<file path="src/rtl/vram_arb_pkg.sv">
// Shared types and constants for the frame-buffer arbiter.
// Optional host read path is enabled by defining VRAM_ARB_HOST_RD_EN.
package vram_arb_pkg;

  localparam int VRAM_ADDR_W = 15;
  localparam int VRAM_DATA_W = 8;
  localparam int RD_LAT      = 2;

  typedef enum logic [2:0] {
    ST_IDLE,
    ST_WR_ACK,
    ST_RD_ISSUE,
    ST_RD_CAPT,
    ST_RD_ACK
  } host_state_t;

  typedef enum logic [1:0] {
    TAG_NONE = 2'd0,
    TAG_DISP = 2'd1,
    TAG_HOST = 2'd2
  } tag_t;

endpackage

</file>
<file path="src/rtl/vram_arb_tag_pipe.sv">
// Return-tag shift register; the last stage lines up with RAM read data.
// Fixed RD_LAT-cycle latency, no backpressure.
module vram_arb_tag_pipe
  import vram_arb_pkg::*;
(
  input  logic clk,
  input  logic rst,
  input  tag_t tag_in,
  output tag_t tag_out
);

  tag_t stage [RD_LAT];

  always_ff @(posedge clk or posedge rst) begin
    if (rst) begin
      for (int i = 0; i < RD_LAT; i++) stage[i] <= TAG_NONE;
    end else begin
      stage[0] <= tag_in;
      for (int i = 1; i < RD_LAT; i++) stage[i] <= stage[i-1];
    end
  end

  assign tag_out = stage[RD_LAT-1];

endmodule

</file>
<file path="src/rtl/vram_arbiter.sv">
// Single-port frame-buffer arbiter: display fetch has absolute priority, host fills idle cycles.
// Display read 3 cycles, host write ack at T+1, host read ack at T+3 (VRAM_ARB_HOST_RD_EN); host may starve.
module vram_arbiter
  import vram_arb_pkg::*;
#(
  parameter int ADDR_W = VRAM_ADDR_W,
  parameter int DATA_W = VRAM_DATA_W
) (
  input  logic              clk,
  input  logic              rst,
  input  logic              disp_req,
  input  logic [ADDR_W-1:0] disp_addr,
  output logic [DATA_W-1:0] disp_data,
  output logic              disp_valid,
  input  logic              host_req,
  input  logic [ADDR_W-1:0] host_addr,
  input  logic [DATA_W-1:0] host_wdata,
`ifdef VRAM_ARB_HOST_RD_EN
  input  logic              host_we,
  output logic [DATA_W-1:0] host_rdata,
`endif
  output logic              host_ack,
  output logic              ram_en,
  output logic              ram_we,
  output logic [ADDR_W-1:0] ram_addr,
  output logic [DATA_W-1:0] ram_wdata,
  input  logic [DATA_W-1:0] ram_rdata
);

  host_state_t state, state_nxt;
  logic        host_grant;
  logic        host_wr;
  tag_t        issue_tag, ret_tag;

`ifdef VRAM_ARB_HOST_RD_EN
  assign host_wr = host_we;
`else
  assign host_wr = 1'b1;
`endif

  always_comb begin
    state_nxt  = state;
    host_grant = 1'b0;
    issue_tag  = TAG_NONE;
    host_ack   = 1'b0;

    // Host is only considered from IDLE so the ack cycle cannot re-grant.
    if (!disp_req && host_req && state == ST_IDLE) host_grant = 1'b1;

    if (disp_req) issue_tag = TAG_DISP;
`ifdef VRAM_ARB_HOST_RD_EN
    else if (host_grant && !host_wr) issue_tag = TAG_HOST;
`endif

    case (state)
      ST_IDLE: begin
        if (host_grant) begin
`ifdef VRAM_ARB_HOST_RD_EN
          state_nxt = host_wr ? ST_WR_ACK : ST_RD_ISSUE;
`else
          state_nxt = ST_WR_ACK;
`endif
        end
      end
      ST_WR_ACK: begin
        host_ack  = 1'b1;
        state_nxt = ST_IDLE;
      end
`ifdef VRAM_ARB_HOST_RD_EN
      ST_RD_ISSUE: state_nxt = ST_RD_CAPT;
      ST_RD_CAPT:  state_nxt = ST_RD_ACK;
      ST_RD_ACK: begin
        host_ack  = 1'b1;
        state_nxt = ST_IDLE;
      end
`endif
      default: state_nxt = ST_IDLE;
    endcase
  end

  always_ff @(posedge clk or posedge rst) begin
    if (rst) begin
      state     <= ST_IDLE;
      ram_en    <= 1'b0;
      ram_we    <= 1'b0;
      ram_addr  <= '0;
      ram_wdata <= '0;
    end else begin
      state  <= state_nxt;
      ram_en <= disp_req | host_grant;
      ram_we <= host_grant & host_wr;
      if (disp_req) begin
        ram_addr <= disp_addr;
      end else if (host_grant) begin
        ram_addr  <= host_addr;
        ram_wdata <= host_wdata;
      end
    end
  end

  vram_arb_tag_pipe u_tag_pipe (
    .clk     (clk),
    .rst     (rst),
    .tag_in  (issue_tag),
    .tag_out (ret_tag)
  );

  // Read data is steered to whichever requester owns the access now returning.
  always_ff @(posedge clk or posedge rst) begin
    if (rst) begin
      disp_valid <= 1'b0;
      disp_data  <= '0;
`ifdef VRAM_ARB_HOST_RD_EN
      host_rdata <= '0;
`endif
    end else begin
      disp_valid <= (ret_tag == TAG_DISP);
      if (ret_tag == TAG_DISP) disp_data <= ram_rdata;
`ifdef VRAM_ARB_HOST_RD_EN
      if (ret_tag == TAG_HOST) host_rdata <= ram_rdata;
`endif
    end
  end

endmodule
</file>
<file path="config.mk">
export PLATFORM = sky130hd
export DESIGN_NAME = vram_arbiter
export DESIGN_NICKNAME = d
export VERILOG_FILES = /design/src/rtl/vram_arb_pkg.sv /design/src/rtl/vram_arb_tag_pipe.sv /design/src/rtl/vram_arbiter.sv
export SDC_FILE = /design/constraint.sdc
export NUM_CORES = 1
export LEC_CHECK = 0
export ABC_AREA = 1
export CAP_MARGIN = 5
export CORE_ASPECT_RATIO = 1.75
export CORE_MARGIN = 4
export CORE_UTILIZATION = 40
export CTS_CLUSTER_DIAMETER = 100
export CTS_CLUSTER_SIZE = 8
export DETAILED_ROUTE_END_ITERATION = 6
export PLACE_DENSITY_LB_ADDON = 0.3
export REMOVE_ABC_BUFFERS = 1
export SLEW_MARGIN = 20
export SYNTH_ARGS = -nofsm -noshare
export SYNTH_HDL_FRONTEND = slang
export SYNTH_SLANG_ARGS = --single-unit
export TNS_END_PERCENT = 5
</file>
<file path="constraint.sdc">
create_clock -name clk -period 1.2 [get_ports clk]
set_input_delay 0.24 -clock clk [delete_from_list [all_inputs] [get_ports clk]]
set_output_delay 0.24 -clock clk [all_outputs]
set_load 0.05 [all_outputs]
</file>
## After elaboration in Yosys (flattened, before gate mapping)

Index checks and enable logic that the tools add are counted.

- ROM bits: 0
- Register bits: 39
- Memories: 0
- Bits in writable memories: 0
- Logic and storage cells: 27
- Output and inout port bits: 35
- Latch bits: 0
- Bits of input ports: 50

- Shift-type cells: 0
- $mul: 0
- Div/mod/pow operators: 0
- Add/subtract/negate cells: 0
- Bitwise gates (word level): 2
- Equal/unequal tests: 3
- Reductions and logical operators: 6
- Mux-type cells: 7
- $lt $le $gt $ge: 0

Operator list:

| cell | count |
|---|---|
| $mux W15 | 2 |
| $mux W3 | 2 |
| $eq A3 B1 Y1 const B | 1 |
| $logic_not A3 Y1 | 1 |
| $mux W1 | 3 |
| $logic_and A1 B1 Y1 | 2 |
| $ne A2 B2 Y1 const B | 1 |
| $reduce_and A2 Y1 | 1 |
| $reduce_bool A2 Y1 | 1 |
| $eq A1 B1 Y1 const B | 1 |
| $logic_not A1 Y1 | 1 |
| $not A1 Y1 | 1 |
| $or A1 B1 Y1 | 1 |

## Logic depth before layout (Yosys ltp)

- Depth in word-level cells: 6
- Gate-level depth with buffers: 7

## Cells and area by module

A second synthesis with hierarchy kept.

- Cells, all modules: 201
- Area total of the unflattened synthesis: 1,752.9 um^2

By module, submodules not included:

| module | area each (um^2) | cells each | times used |
|---|---|---|---|
| vram_arbiter | 1,634.1 | 194 | 1 |
| vram_arb_tag_pipe | 118.9 | 7 | 1 |

## Least setup slack after synthesis

No wires, ideal clock.

- Path type: reg2reg
- From: register state[0]
- To: register ram_addr[14]
- Arrival time: 1.181 ns
- Stages on the path, launching flop included: 7
- Path buffers: 1
- Library setup time: 0.118 ns
- Path slack: -0.100 ns
- Clock period less this slack: 1.300 ns
- Required time: 1.082 ns
- Path through: dfrtp_1 inv_4 nand2_4 nand2_4 buf_6 nand2_1 nand2_1

- Cells in the longest elaborated chain, start to end: 4

RTL lines:

| what | line | RTL |
|---|---|---|
| start, declared | vram_arbiter.sv:30 | `host_state_t state, state_nxt;` |
| start signal, assigned | vram_arbiter.sv:89 | `state <= state_nxt;` |
| $logic_not A3 Y1 | vram_arbiter.sv:48 | `if (!disp_req && host_req && state == ST_IDLE) host_grant = 1'b1;` |
| $logic_and A1 B1 Y1 | vram_arbiter.sv:48 |  |
| $mux W1 | vram_arbiter.sv:48 |  |
| $reduce_bool A2 Y1 (no source line) | -- |  |
| end signal, assigned | vram_arbiter.sv:93 | `ram_addr <= disp_addr;` |
| end signal, assigned | vram_arbiter.sv:95 | `ram_addr <= host_addr;` |
| end, declared | vram_arbiter.sv:25 | `output logic [ADDR_W-1:0] ram_addr,` |

No other way between the ends.
A chain may end at the register's enable or synchronous reset.

## Final worst setup path

- From: register state[0]
- To: output host_ack

- Cells in the longest elaborated chain, start to end: 2

RTL lines:

| what | line | RTL |
|---|---|---|
| $eq A3 B1 Y1 | vram_arbiter.sv:55 | `case (state)` |
| $mux W1 | vram_arbiter.sv:55 |  |
| end, declared | vram_arbiter.sv:22 | `output logic host_ack,` |

No other way between the ends.

==> metrics <==
placer's final routability congestion estimate around 0.74; synthesis warning total 0; number of maximum-capacitance violations 0; clock period minus worst slack approximately 1.1 ns; adder-cell share of the synthesized area 0; first-pass GRT wire length just under 7 mm; Compound-Gate Fraction of Synth Area 0.0238; Internal Pwr Total roughly 2.7 mW; post-detailed-placement half-perimeter wirelength approximately 3.3 mm; mean number of vias per cell between 4 and 5; number of buffers created by CTS 5; width of the chip 57.0 um; dominant combinational cell family by area after synthesis simple AND/OR/NAND/NOR gates; total buffers and inverters traversed by the critical path 1; First DRT Iteration DRCs 37; Slowest Stage Delay on Critical Path around 0.44 ns; total DRC errors in the routed layout 0; final cell count without fillers about 330; Gate power share 0.377; I/O pin cnt 85; unrepaired setup endpoints after global routing no; actual slew at the worst max-slew pin between 0.4 and 0.5 ns; type of element capturing the critical path output pin; placed standard-cell area 2920 sq um; share of the synthesized netlist area taken by xor and xnor gates 0; static leakage about 1.5 nW; setup TNS after final layout 0 ns; die height around 94 um; largest voltage drop on the vdd net between 1 and 1.5 mV; antenna violations before repair 0; vias ~1500; number of distinct standard cells referenced by the synthesized netlist 15; Reg clk slew, reported paths ~0.070 ns; Clock Tree Root sky130_fd_sc_hd__clkbuf_8; Fin. Hold Viols 0; worst-skew pair later-pin latency between 0.2 and 0.3 ns; clock net sink count 37; Std-Cell Rows 31; TritonCTS clock tree done; worst relative slew slack 0.719; number of hold-repair buffers added at the cts stage 0; dpl ws -0.245 ns; All-Layer GR Usage 0.165; synthesis-to-finish area growth 81.1%; proportion of total power due to net switching 0.330; Fmax between 0.8 and 0.9 GHz; Power Density 1300 nW/um^2; Setup Skew ~0.0035 ns; biggest fanout along the worst timing path 2; crit path cell chain buf_12; global routing met1 resource utilization 0.172; remaining global-route overflow 0; mean area per synthesized cell 8.71 sq um; GRT busiest layer met2; power share of the clock group 0.235; cell with the largest stage delay on the worst path sky130_fd_sc_hd__dfrtp_1; final-report setup violation count 0; Placed Cells incl. Taps ~330; post-synthesis sequential element count 37; fraction of synthesized area in multiplexers 0; maximum number of pins on one net before global-route repair 41; simple logic cell fraction of the synthesized area 0.325; floorplan die area 5350 sq um; number of diodes 0; required time at the worst-slack endpoint roughly 0.96 ns; summed area of non-filler cells in the final layout 3050 sq um; Net count, final 333; vias in the first global route about 1500; critical path class reg -> out; number of cells produced by synthesis about 190; path class of the lowest-slack min-delay path in -> async; post-route antenna net violation count 0; share of the yosys chip area belonging to registers 0.551; cell type group with the largest total delay on the critical path flip-flops; portion of the clock cycle consumed by the worst path in the final layout 0.950; core area 4110 sq um; maximum number of buffers from clock root to sink 2; part of the power in registers 0.388; Buffers on Ports 84; min setup slack post-route 0.0595 ns; number of H-tree levels 2; total net switching power 1.30 mW; result of the run completed; met3 usage 0.0495; Pre-Repair DR Iteration Count 4; met2 track demand over resource 0.305; arrival time reported for the critical path endpoint 0.90 ns; startpoint class of the critical path flop; mapped cell area ~1700 sq um; fraction of layout cells with a size suffix above 1 0.208; Initial Util 0.409; final WL around 4.1 mm; Max Slew Vio Count 0; layout filler cell count between 200 and 300; detail-routed net length per standard cell roughly 12 um
[layer usage]
metal	up-vias	routed length [um]
li1	778	-
met5	-	0
met3	2	276
met1	692	1430
met2	60	2390
met4	0	44
[path summary, 6_finish.rpt]
| kind | start | endpoint | slack, ns | cells after the start |
|---|---|---|---|---|
| setup / recovery | state[0]$_DFFE_PP0P_ | host_ack | 0.06 | 1 |
| hold / removal | rst | disp_data[2]$_DFFE_PP0P_ | 0.32 | 3 |
| setup reg to reg | state[0]$_DFFE_PP0P_ | ram_addr[10]$_DFFE_PP0P_ | 0.09 | 5 |
| hold reg to reg | u_tag_pipe.stage[2]$_DFF_PP0_ | u_tag_pipe.tag_out[0]$_DFF_PP0_ | 0.35 | 0 |
| max in group asynchronous | rst | state[0]$_DFFE_PP0P_ | 0.63 | 3 |
| min in group clk | u_tag_pipe.stage[2]$_DFF_PP0_ | u_tag_pipe.tag_out[0]$_DFF_PP0_ | 0.35 | 0 |
[cell usage after synthesis]
| cell type | instances | area, sq um |
|---|---|---|
| sky130_fd_sc_hd__buf_12 | 2 | 40.0 |
| sky130_fd_sc_hd__buf_2 | 2 | 10.0 |
| sky130_fd_sc_hd__buf_4 | 2 | 15.0 |
| sky130_fd_sc_hd__buf_6 | 4 | 45.0 |
| sky130_fd_sc_hd__dfrtp_1 | 37 | 926 |
| sky130_fd_sc_hd__inv_1 | 11 | 41.3 |
| sky130_fd_sc_hd__inv_4 | 1 | 6.26 |
| sky130_fd_sc_hd__inv_8 | 1 | 11.3 |
| sky130_fd_sc_hd__nand2_1 | 99 | 372 |
| sky130_fd_sc_hd__nand2_4 | 2 | 22.5 |
| sky130_fd_sc_hd__nand3_1 | 13 | 65.1 |
| sky130_fd_sc_hd__nand3_2 | 2 | 20.0 |
| sky130_fd_sc_hd__nand3_4 | 1 | 17.5 |
| sky130_fd_sc_hd__nand4_1 | 8 | 50.1 |
| sky130_fd_sc_hd__o21ai_0 | 8 | 40.0 |
[state kept, by name (all words and copies together) (netlist names)]
register / count
ram_en: 1
state: 1
u_tag_pipe.stage: 1
ram_wdata: 8
ram_we: 1
u_tag_pipe.tag_out: 1
ram_addr: 15
disp_data: 8
disp_valid: 1
[cell type report]
| cell class | instances | area (sq um) | share of cell area |
|---|---|---|---|
| clock buffer | 7 | 96.3 | 0.0316 |
| multi-input combinational | 133 | 596 | 0.196 |
| timing repair buffer | 93 | 1280 | 0.422 |
| tap | 49 | 61.3 | 0.0201 |
| inverter | 13 | 77.6 | 0.0255 |
| clock inverter | 1 | 5.00 | 0.00164 |
| sequential | 37 | 926 | 0.304 |
[through the flow]
step                      power [mW]  hold WS [ns]  utilization
final                           3.96         0.323        0.741
after global routing            4.14         0.348        0.741
after detailed placement        3.05         0.335        0.709
after floorplan                 2.14         0.271            -
after CTS                       3.99         0.326        0.734
after global placement          3.02         0.332        0.709
[power by group through the flow]
| stage | Clock (mW) | Combinational [mW] | Sequential [mW] |
|---|---|---|---|
| CTS | 0.961 | 1.49 | 1.54 |
| detailed placement | 0 | 1.49 | 1.56 |
| global route | 1.03 | 1.56 | 1.55 |
| finish | 0.930 | 1.49 | 1.54 |
| global placement | 0 | 1.47 | 1.55 |
| floorplan | 0 | 0.208 | 1.94 |
[what timing repair did]
action / 4_1_cts / 5_1_grt
buffers inserted: 0 / 0
endpoints found under the hold margin: 0 / 0
gates resized for setup: 0 / 3
setup endpoints to repair: 0 / 19
[placed cells by master, fill, tap and decap left out, drive strengths merged]
| cell | count |
|---|---|
| buf | 44 |
| bufinv | 1 |
| clkbuf | 7 |
| clkdlybuf4s50 | 49 |
| clkinv | 1 |
| dfrtp | 37 |
| inv | 12 |
| nand2 | 101 |
| nand3 | 16 |
| nand4 | 8 |
| o21ai | 8 |
[logic make-up after synthesis]
logic type / after synthesis
buffers and inverters: 23
AO/OA/AOI/OAI: 8
flip-flops: 37
AND/OR/NAND/NOR: 125
(Power assumes the default switching activity.)
